<file path="src/rtl/deserializador_fifo.sv">
// deserializador_fifo
// Collects serial bits into WORD_W-bit words (MSB-first or LSB-first) and
// buffers completed words in a FIFO_DEPTH-entry FIFO popped by ack_in.
//
// Optional feature: define DESER_PARITY_EN to expect one even-parity bit after
// each word; words with bad parity are dropped and parity_err pulses.
//
// Ports:
//   clk_100KHz  system clock, rising edge
//   reset       asynchronous active-low reset
//   data_in     serial data bit
//   write_in    bit-valid strobe
//   ack_in      pop request (level-sensitive)
//   status_out  1 = ready to accept bits (FIFO not full), registered
//   data_out    FIFO head word, 0 while empty
//   data_ready  FIFO holds at least one word
//   fill_level  number of stored words
//   overflow    sticky, bit offered while status_out=0
//   parity_err  (DESER_PARITY_EN only) one-cycle pulse on a dropped word
module deserializador_fifo #(
  parameter int unsigned WORD_W     = 8,
  parameter int unsigned FIFO_DEPTH = 4,
  parameter int unsigned MSB_FIRST  = 1
) (
  input  logic                          clk_100KHz,
  input  logic                          reset,
  input  logic                          data_in,
  input  logic                          write_in,
  input  logic                          ack_in,
  output logic                          status_out,
  output logic [WORD_W-1:0]             data_out,
  output logic                          data_ready,
  output logic [$clog2(FIFO_DEPTH):0]   fill_level,
  output logic                          overflow
`ifdef DESER_PARITY_EN
  ,
  output logic                          parity_err
`endif
);

  localparam int unsigned PtrW  = $clog2(FIFO_DEPTH);
  localparam int unsigned FillW = PtrW + 1;
`ifdef DESER_PARITY_EN
  localparam int unsigned FrameLen = WORD_W + 1;
`else
  localparam int unsigned FrameLen = WORD_W;
`endif
  localparam int unsigned CntW = $clog2(FrameLen + 1);
  localparam logic [CntW-1:0]  LastBit   = CntW'(FrameLen - 1);
  localparam logic [FillW-1:0] DepthFill = FillW'(FIFO_DEPTH);

  logic [WORD_W-1:0] shreg_q, shreg_d, shifted, push_word;
  logic [CntW-1:0]   bit_cnt_q, bit_cnt_d;
  logic [PtrW-1:0]   wr_ptr_q, rd_ptr_q;
  logic [FillW-1:0]  fill_q, fill_d;
  logic              status_q, overflow_q;
  logic              accept, frame_end, push, pop;
  logic [WORD_W-1:0] mem [FIFO_DEPTH];
`ifdef DESER_PARITY_EN
  logic              parity_err_q;
`endif

  always_comb begin
    accept    = write_in & status_q;
    frame_end = accept && (bit_cnt_q == LastBit);
    if (MSB_FIRST != 0) shifted = {shreg_q[WORD_W-2:0], data_in};
    else                shifted = {data_in, shreg_q[WORD_W-1:1]};
`ifdef DESER_PARITY_EN
    // Last accepted bit is the parity bit; the word is already complete in shreg_q.
    push      = frame_end & ~(^shreg_q ^ data_in);
    push_word = shreg_q;
`else
    push      = frame_end;
    push_word = shifted;
`endif
    pop = ack_in & (fill_q != '0);

    shreg_d   = shreg_q;
    bit_cnt_d = bit_cnt_q;
    if (frame_end) begin
      shreg_d   = '0;
      bit_cnt_d = '0;
    end else if (accept) begin
      shreg_d   = shifted;
      bit_cnt_d = bit_cnt_q + 1'b1;
    end

    fill_d = fill_q;
    if (push && !pop)      fill_d = fill_q + 1'b1;
    else if (!push && pop) fill_d = fill_q - 1'b1;
  end

  always_ff @(posedge clk_100KHz or negedge reset) begin
    if (!reset) begin
      shreg_q    <= '0;
      bit_cnt_q  <= '0;
      wr_ptr_q   <= '0;
      rd_ptr_q   <= '0;
      fill_q     <= '0;
      status_q   <= 1'b1;
      overflow_q <= 1'b0;
    end else begin
      shreg_q   <= shreg_d;
      bit_cnt_q <= bit_cnt_d;
      fill_q    <= fill_d;
      status_q  <= (fill_d < DepthFill);
      if (push) wr_ptr_q <= wr_ptr_q + 1'b1;
      if (pop)  rd_ptr_q <= rd_ptr_q + 1'b1;
      if (write_in && !status_q) overflow_q <= 1'b1;
    end
  end

  // Storage needs no reset: data_out is gated while empty.
  always_ff @(posedge clk_100KHz) begin
    if (push) mem[wr_ptr_q] <= push_word;
  end

`ifdef DESER_PARITY_EN
  always_ff @(posedge clk_100KHz or negedge reset) begin
    if (!reset) parity_err_q <= 1'b0;
    else        parity_err_q <= frame_end & ~push;
  end
  assign parity_err = parity_err_q;
`endif

  assign status_out = status_q;
  assign data_ready = (fill_q != '0);
  assign data_out   = data_ready ? mem[rd_ptr_q] : '0;
  assign fill_level = fill_q;
  assign overflow   = overflow_q;

endmodule

</file>
<file path="config.mk">
export PLATFORM = sky130hd
export DESIGN_NAME = deserializador_fifo
export DESIGN_NICKNAME = d
export VERILOG_FILES = /design/src/rtl/deserializador_fifo.sv
export SDC_FILE = /design/constraint.sdc
export NUM_CORES = 1
export LEC_CHECK = 0
export CAP_MARGIN = 20
export CELL_PAD_IN_SITES_DETAIL_PLACEMENT = 0
export CELL_PAD_IN_SITES_GLOBAL_PLACEMENT = 1
export CORE_ASPECT_RATIO = 0.75
export CORE_MARGIN = 10
export CORE_UTILIZATION = 45
export DETAILED_ROUTE_END_ITERATION = 16
export PLACE_DENSITY = 0.76
export SLEW_MARGIN = 20
export SYNTH_ARGS = -nofsm -noshare
export SYNTH_HDL_FRONTEND = slang
export SYNTH_SLANG_ARGS = --single-unit
export TNS_END_PERCENT = 10
</file>
<file path="constraint.sdc">
create_clock -name clk_100KHz -period 3.35 [get_ports clk_100KHz]
set_input_delay 0.67 -clock clk_100KHz [delete_from_list [all_inputs] [get_ports clk_100KHz]]
set_output_delay 0.67 -clock clk_100KHz [all_outputs]
set_load 0.05 [all_outputs]
</file>
---- Yosys cells after proc, flatten, opt, wreduce, memory -nomap -nowiden ----
Memories as Yosys holds them, arrays and structs flattened.
Index checks and enable logic that the tools add are counted.
Widths: inputs -> output; s select.
storage, ports and cells
  output and inout port bits .............. 14
  memories ................................ 1
  memory bits (writable) .................. 32
  register bits after elaboration ......... 20
cells by class
  order comparisons ....................... 1
  reduce and logical (&&, ||, !) cells .... 9
  bitwise logic cells ..................... 2
  eq/ne operators ......................... 1
  add/subtract/negate cells ............... 5
  multiplexer cells ....................... 9
memory list
  name  words  width  rd ports  clocked after memory_dff  wr ports  line  source
  mem   4      8      1         0                         1         58    logic [WORD_W-1:0] mem [FIFO_DEPTH];
operator list
  kind                 number
  $mux 7               2
  $mux 4               2
  $mux 8               1
  $mux 3               2
  $add 2x1->2 const B  2
  $add 4x1->4 const B  1
  $eq 4x3->1 const B   1
  $logic_and 1x1->1    4
  $add 3x1->3 const B  1
  $logic_not 1->1      3
  $lt 3x3->1 const B   1
  $reduce_bool 3->1    1
  $sub 3x1->3 const B  1
  $and 1x1->1          2
  $mux 1               2
  $reduce_bool 2->1    1

---- Logic depth before layout (Yosys ltp) ----
  depth in word-level cells ............... 7
  depth in mapped cells ................... 9
  mapped depth without buffers ............ 9

---- Worst setup path before layout ----
Ideal clock, no wire load.
  path type ............................... register -> output
  from .................................... register fill_q[0], in the netlist fill_level[0]
  to ...................................... output data_out[0]
  stages on the path, launching flop included .. 6
  data arrival time ....................... 1851 ps
  data required time ...................... 2680 ps
  slack ................................... 829 ps
  cell sequence ........................... dfrtp_1 -> inv_1 -> ha_1 -> nand2b_1 -> buf_2 -> and2_1
on the way
  word-level cells in the longest chain between the ends .. 2
RTL lines
  element                 line  source
  start, declared         55    logic [FillW-1:0] fill_q, fill_d;
  start signal, assigned  105   fill_q <= fill_d;
  $reduce_bool 3->1       127   assign data_ready = (fill_q != '0);
  named net data_ready    32    output logic data_ready,
  $mux 8                  128   assign data_out = data_ready ? mem[rd_ptr_q] : '0;
  end, declared           31    output logic [WORD_W-1:0] data_out,
The timed path passes the listed nets, and every way through them passes these cells.

---- Final worst setup path ----
  from .................................... register rd_ptr_q[0]
  to ...................................... output data_out[5]
on the way
  word-level cells in the longest chain between the ends .. 2
RTL lines
  element                 line  source
  start, declared         54    logic [PtrW-1:0] wr_ptr_q, rd_ptr_q;
  start signal, assigned  108   if (pop) rd_ptr_q <= rd_ptr_q + 1'b1;
  $mem_v2 4x8             -
  $mux 8                  128
Every way passes these cells.

==> summary.txt <==
Routing
  • Via density: 5.03
  • Post-Route WL: between 3000 and 4000 um
  • Number of DRC markers in iteration 0: 57
  • Via count: 1,207
  • Final ANT Viol Nets: 0
  • Post-route DRC violation count: 0
  • DR pass1 iterations: 4
  • Wirelength per Cell: around 16 um

Setup path
  • Crit-path cells: mux4_2 > and2_1 > clkdlybuf4s50_1
  • Worst Path Buf+Inv: 1
  • Setup CP Type: reg -> out
  • Crit path required time: approximately 2.7 ns
  • RR Startpoint: fill_level[0]
  • Crit. Startpoint: rd_ptr_q[0]
  • CP Max Fanout: 10
  • CP max-delay cell: dfrtp_1
  • CP endpoint kind: output pin
  • Slowest Stage Delay on Critical Path: a little over 0.7 ns
  • Worst setup SP type: flop
  • Critical Path AT: 2.45 ns
  • Family with the most delay on the worst path: flip-flops

Cells and area
  • Utilization after layout: between 50% and 60%
  • N_diodes: 0
  • Multi-input gate area: between 700 and 800 um2
  • Storage element area: roughly 0.0015 mm2
  • Post-Layout Cell Count: 240
  • Commonest non-fill, non-tap cell in the layout: edfxtp_1
  • Fin nets: ~190
  • Layout cells sized above 1: between 10 and 15%
  • Number of fill cells in the layout: 405
  • Highest-count cells in the layout ignoring fill and taps: edfxtp_1 (32), nand2_1 (26), dfrtp_1 (19)
  • P&R area growth vs syn: 14.3%

Global route
  • Largest net degree at the start of global routing: 21
  • GR Util All Layers: between 10% and 20%
  • First-pass GRT wire length: roughly 6300 um
  • Number of global-route vias before repair: roughly 1,200
  • Gr ovfl total: 0
  • Initial antenna violation count: 0

Timing
  • Fin crit share: around 93%
  • RSZ-0062 raised after global routing: false
  • # setup viols final: 0
  • Final TNS setup: 0 ns
  • Pins Over Slew Limit: 0
  • Worst hold margin: 0.473 ns
  • Slew of the pin with the lowest slew margin: between 0.9 and 1 ns
  • Max Clk Rate: approximately 0.32 GHz
  • Final hold vios: 0
  • Clk_skew: 0.00683 ns
  • Crit path time final: between 3 and 4 ns
  • Max-Slew Margin vs Limit: a little under two fifths

Floorplanning
  • Die width: roughly 100 um
  • Core area: about 0.0049 mm2
  • Die area: 0.00826 mm2
  • FP Rows: 22
  • Io pins: 19
  • Starting Density: ~46%
  • Die Ht: a little over 80 um

Synth
  • #FFs+latches synth: 52
  • Sequential area share after synthesis: between 60% and 70%
  • Yosys top cell area share: 42.7%
  • Mapped Cells: roughly 160
  • Synth Net Count: approximately 170
  • Area contributors post-synth: edfxtp_1 (43%), dfrtp_1 (21%), mux4_2 (8.0%), ha_1 (5.6%), nand2_1 (4.3%)
  • Post-synthesis cell area: ~0.0023 mm2
  • Yosys top cell by area: edfxtp_1
  • Yosys warnings: 0
  • Syn avg cell area: about 14 um2
  • Synth unique cells: 29

Power and ir drop
  • Psw: a little under 1 mW
  • Cell Int Power: ~1.4 mW
  • Power share of the sequential group: a little over two fifths
  • P_leak: between 0.9 and 1 nW
  • Power per Cell Area: just over 900 mW/mm2
  • Share of total power in combinational logic: around 43%
  • Switching share of total power: roughly two fifths
  • Clk pwr share: 14.6%
  • Max IR drop VDD: 0.335 mV

Place
  • Buffers on Ports: 18
  • Placed insts: 232
  • Placer's final routability congestion estimate: just under 0.8
  • Hpwl dp: 2700 um

Worst hold path
  • HP Start: overflow
  • Hold Path Class: reg -> reg

Clock network
  • CTS resizes: 0
  • Clock-pin slew on the worst setup and hold paths: roughly 0.090 ns
  • Worst-Skew Late Latency: 0.30 ns
  • Post-CTS Setup Inserts: 0
  • Hold Buf Count CTS: 0
  • Clock root buffer: clkbuf_8
  • CTS Buffer Depth: 2
  • H-tree depth: 2
  • CTS Sinks: 52
  • CTS tree: yes
  • Number of buffers created by CTS: 5

Status
  • Status: complete, no violations

Run
  • Max-Cap Viols: 0
flip-flops by register name, indices dropped and copies added, names as in the netlist, named ones only:
name	flops
bit_cnt_q	4
status_out	1
rd_ptr_q	2
fill_level	2
shreg_q	7
wr_ptr_q	2
overflow	1
mem	32
cells in the mapped netlist:
library cell  count
a21o_1            1
mux2_2            1
inv_1             9
nand3_1           2
ha_1             10
buf_6             1
clkbuf_2          1
o21ai_0          11
mux4_2            8
o31ai_1           1
xnor2_1           5
nor2_1            1
a211oi_1          1
clkbuf_1          1
dfstp_2           1
nor2b_1           1
nor3b_1           2
or4_1             1
buf_2             2
edfxtp_1         32
nand2b_1          2
and2_1           13
buf_4             1
o311ai_0          1
a21oi_1           2
nand4bb_1         1
nand2_1          26
dfrtp_1          19
nor3_4            1
layer usage:
layer	share of wire (%)	wire, um	GRT usage [%]
met3	3.8	145	3.39
met1	46	1770	12.7
met5	0	0	0
met2	49	1870	15.9
met4	0.89	34	4.27
through the flow:
| stage | power (mW) | cell area (um2) | setup WS, ns |
|---|---|---|---|
| 2_1_floorplan | 1.77 | 2250 | 0.829 |
| 3_3_place_gp | 2.04 | 2480 | 0.548 |
| 3_5_place_dp | 2.08 | 2480 | 0.528 |
| 4_1_cts | 2.43 | 2570 | 0.184 |
| 5_1_grt | 2.55 | 2570 | 0.0588 |
| 6_report | 2.40 | 2570 | 0.229 |
power groups by stage:
stage                     sequential, mW  clock, mW  combinational (mW)
final                               1.02      0.349                1.03
after global routing                1.06      0.387                1.11
after CTS                           1.03      0.360                1.04
after detailed placement            1.04          0                1.04
after global placement              1.02          0                1.01
after floorplan                     1.03          0               0.739
final timing paths:
path / end / slack [ns] / depth (start not counted)
max: data_out[5] / 0.23 / 3
min: overflow / 0.47 / 1
max reg2reg: flop / 1.08 / 9
min reg2reg: overflow / 0.47 / 1
max in group asynchronous: shreg_q[4] / 1.90 / 1
min in group asynchronous: rd_ptr_q[1] / 0.89 / 1
layout make-up:
class	count	share of cell area (%)
sequential	52	56.8
tap	60	2.92
inverter	9	1.31
timing repair buffer	20	7.58
multi-input combinational	91	27.9
clock buffer	6	2.82
clock inverter	2	0.632
cell families after synthesis:
group	count (synthesis)	share of synthesized area, %
compound gates	17	4.28
simple gates	50	11.6
xor+xnor	5	1.94
buf+inv	15	3.17
flops	52	64.9
mux	9	8.50
fa+ha+maj	10	5.56
No activity file was read; power rests on OpenSTA's default activity.
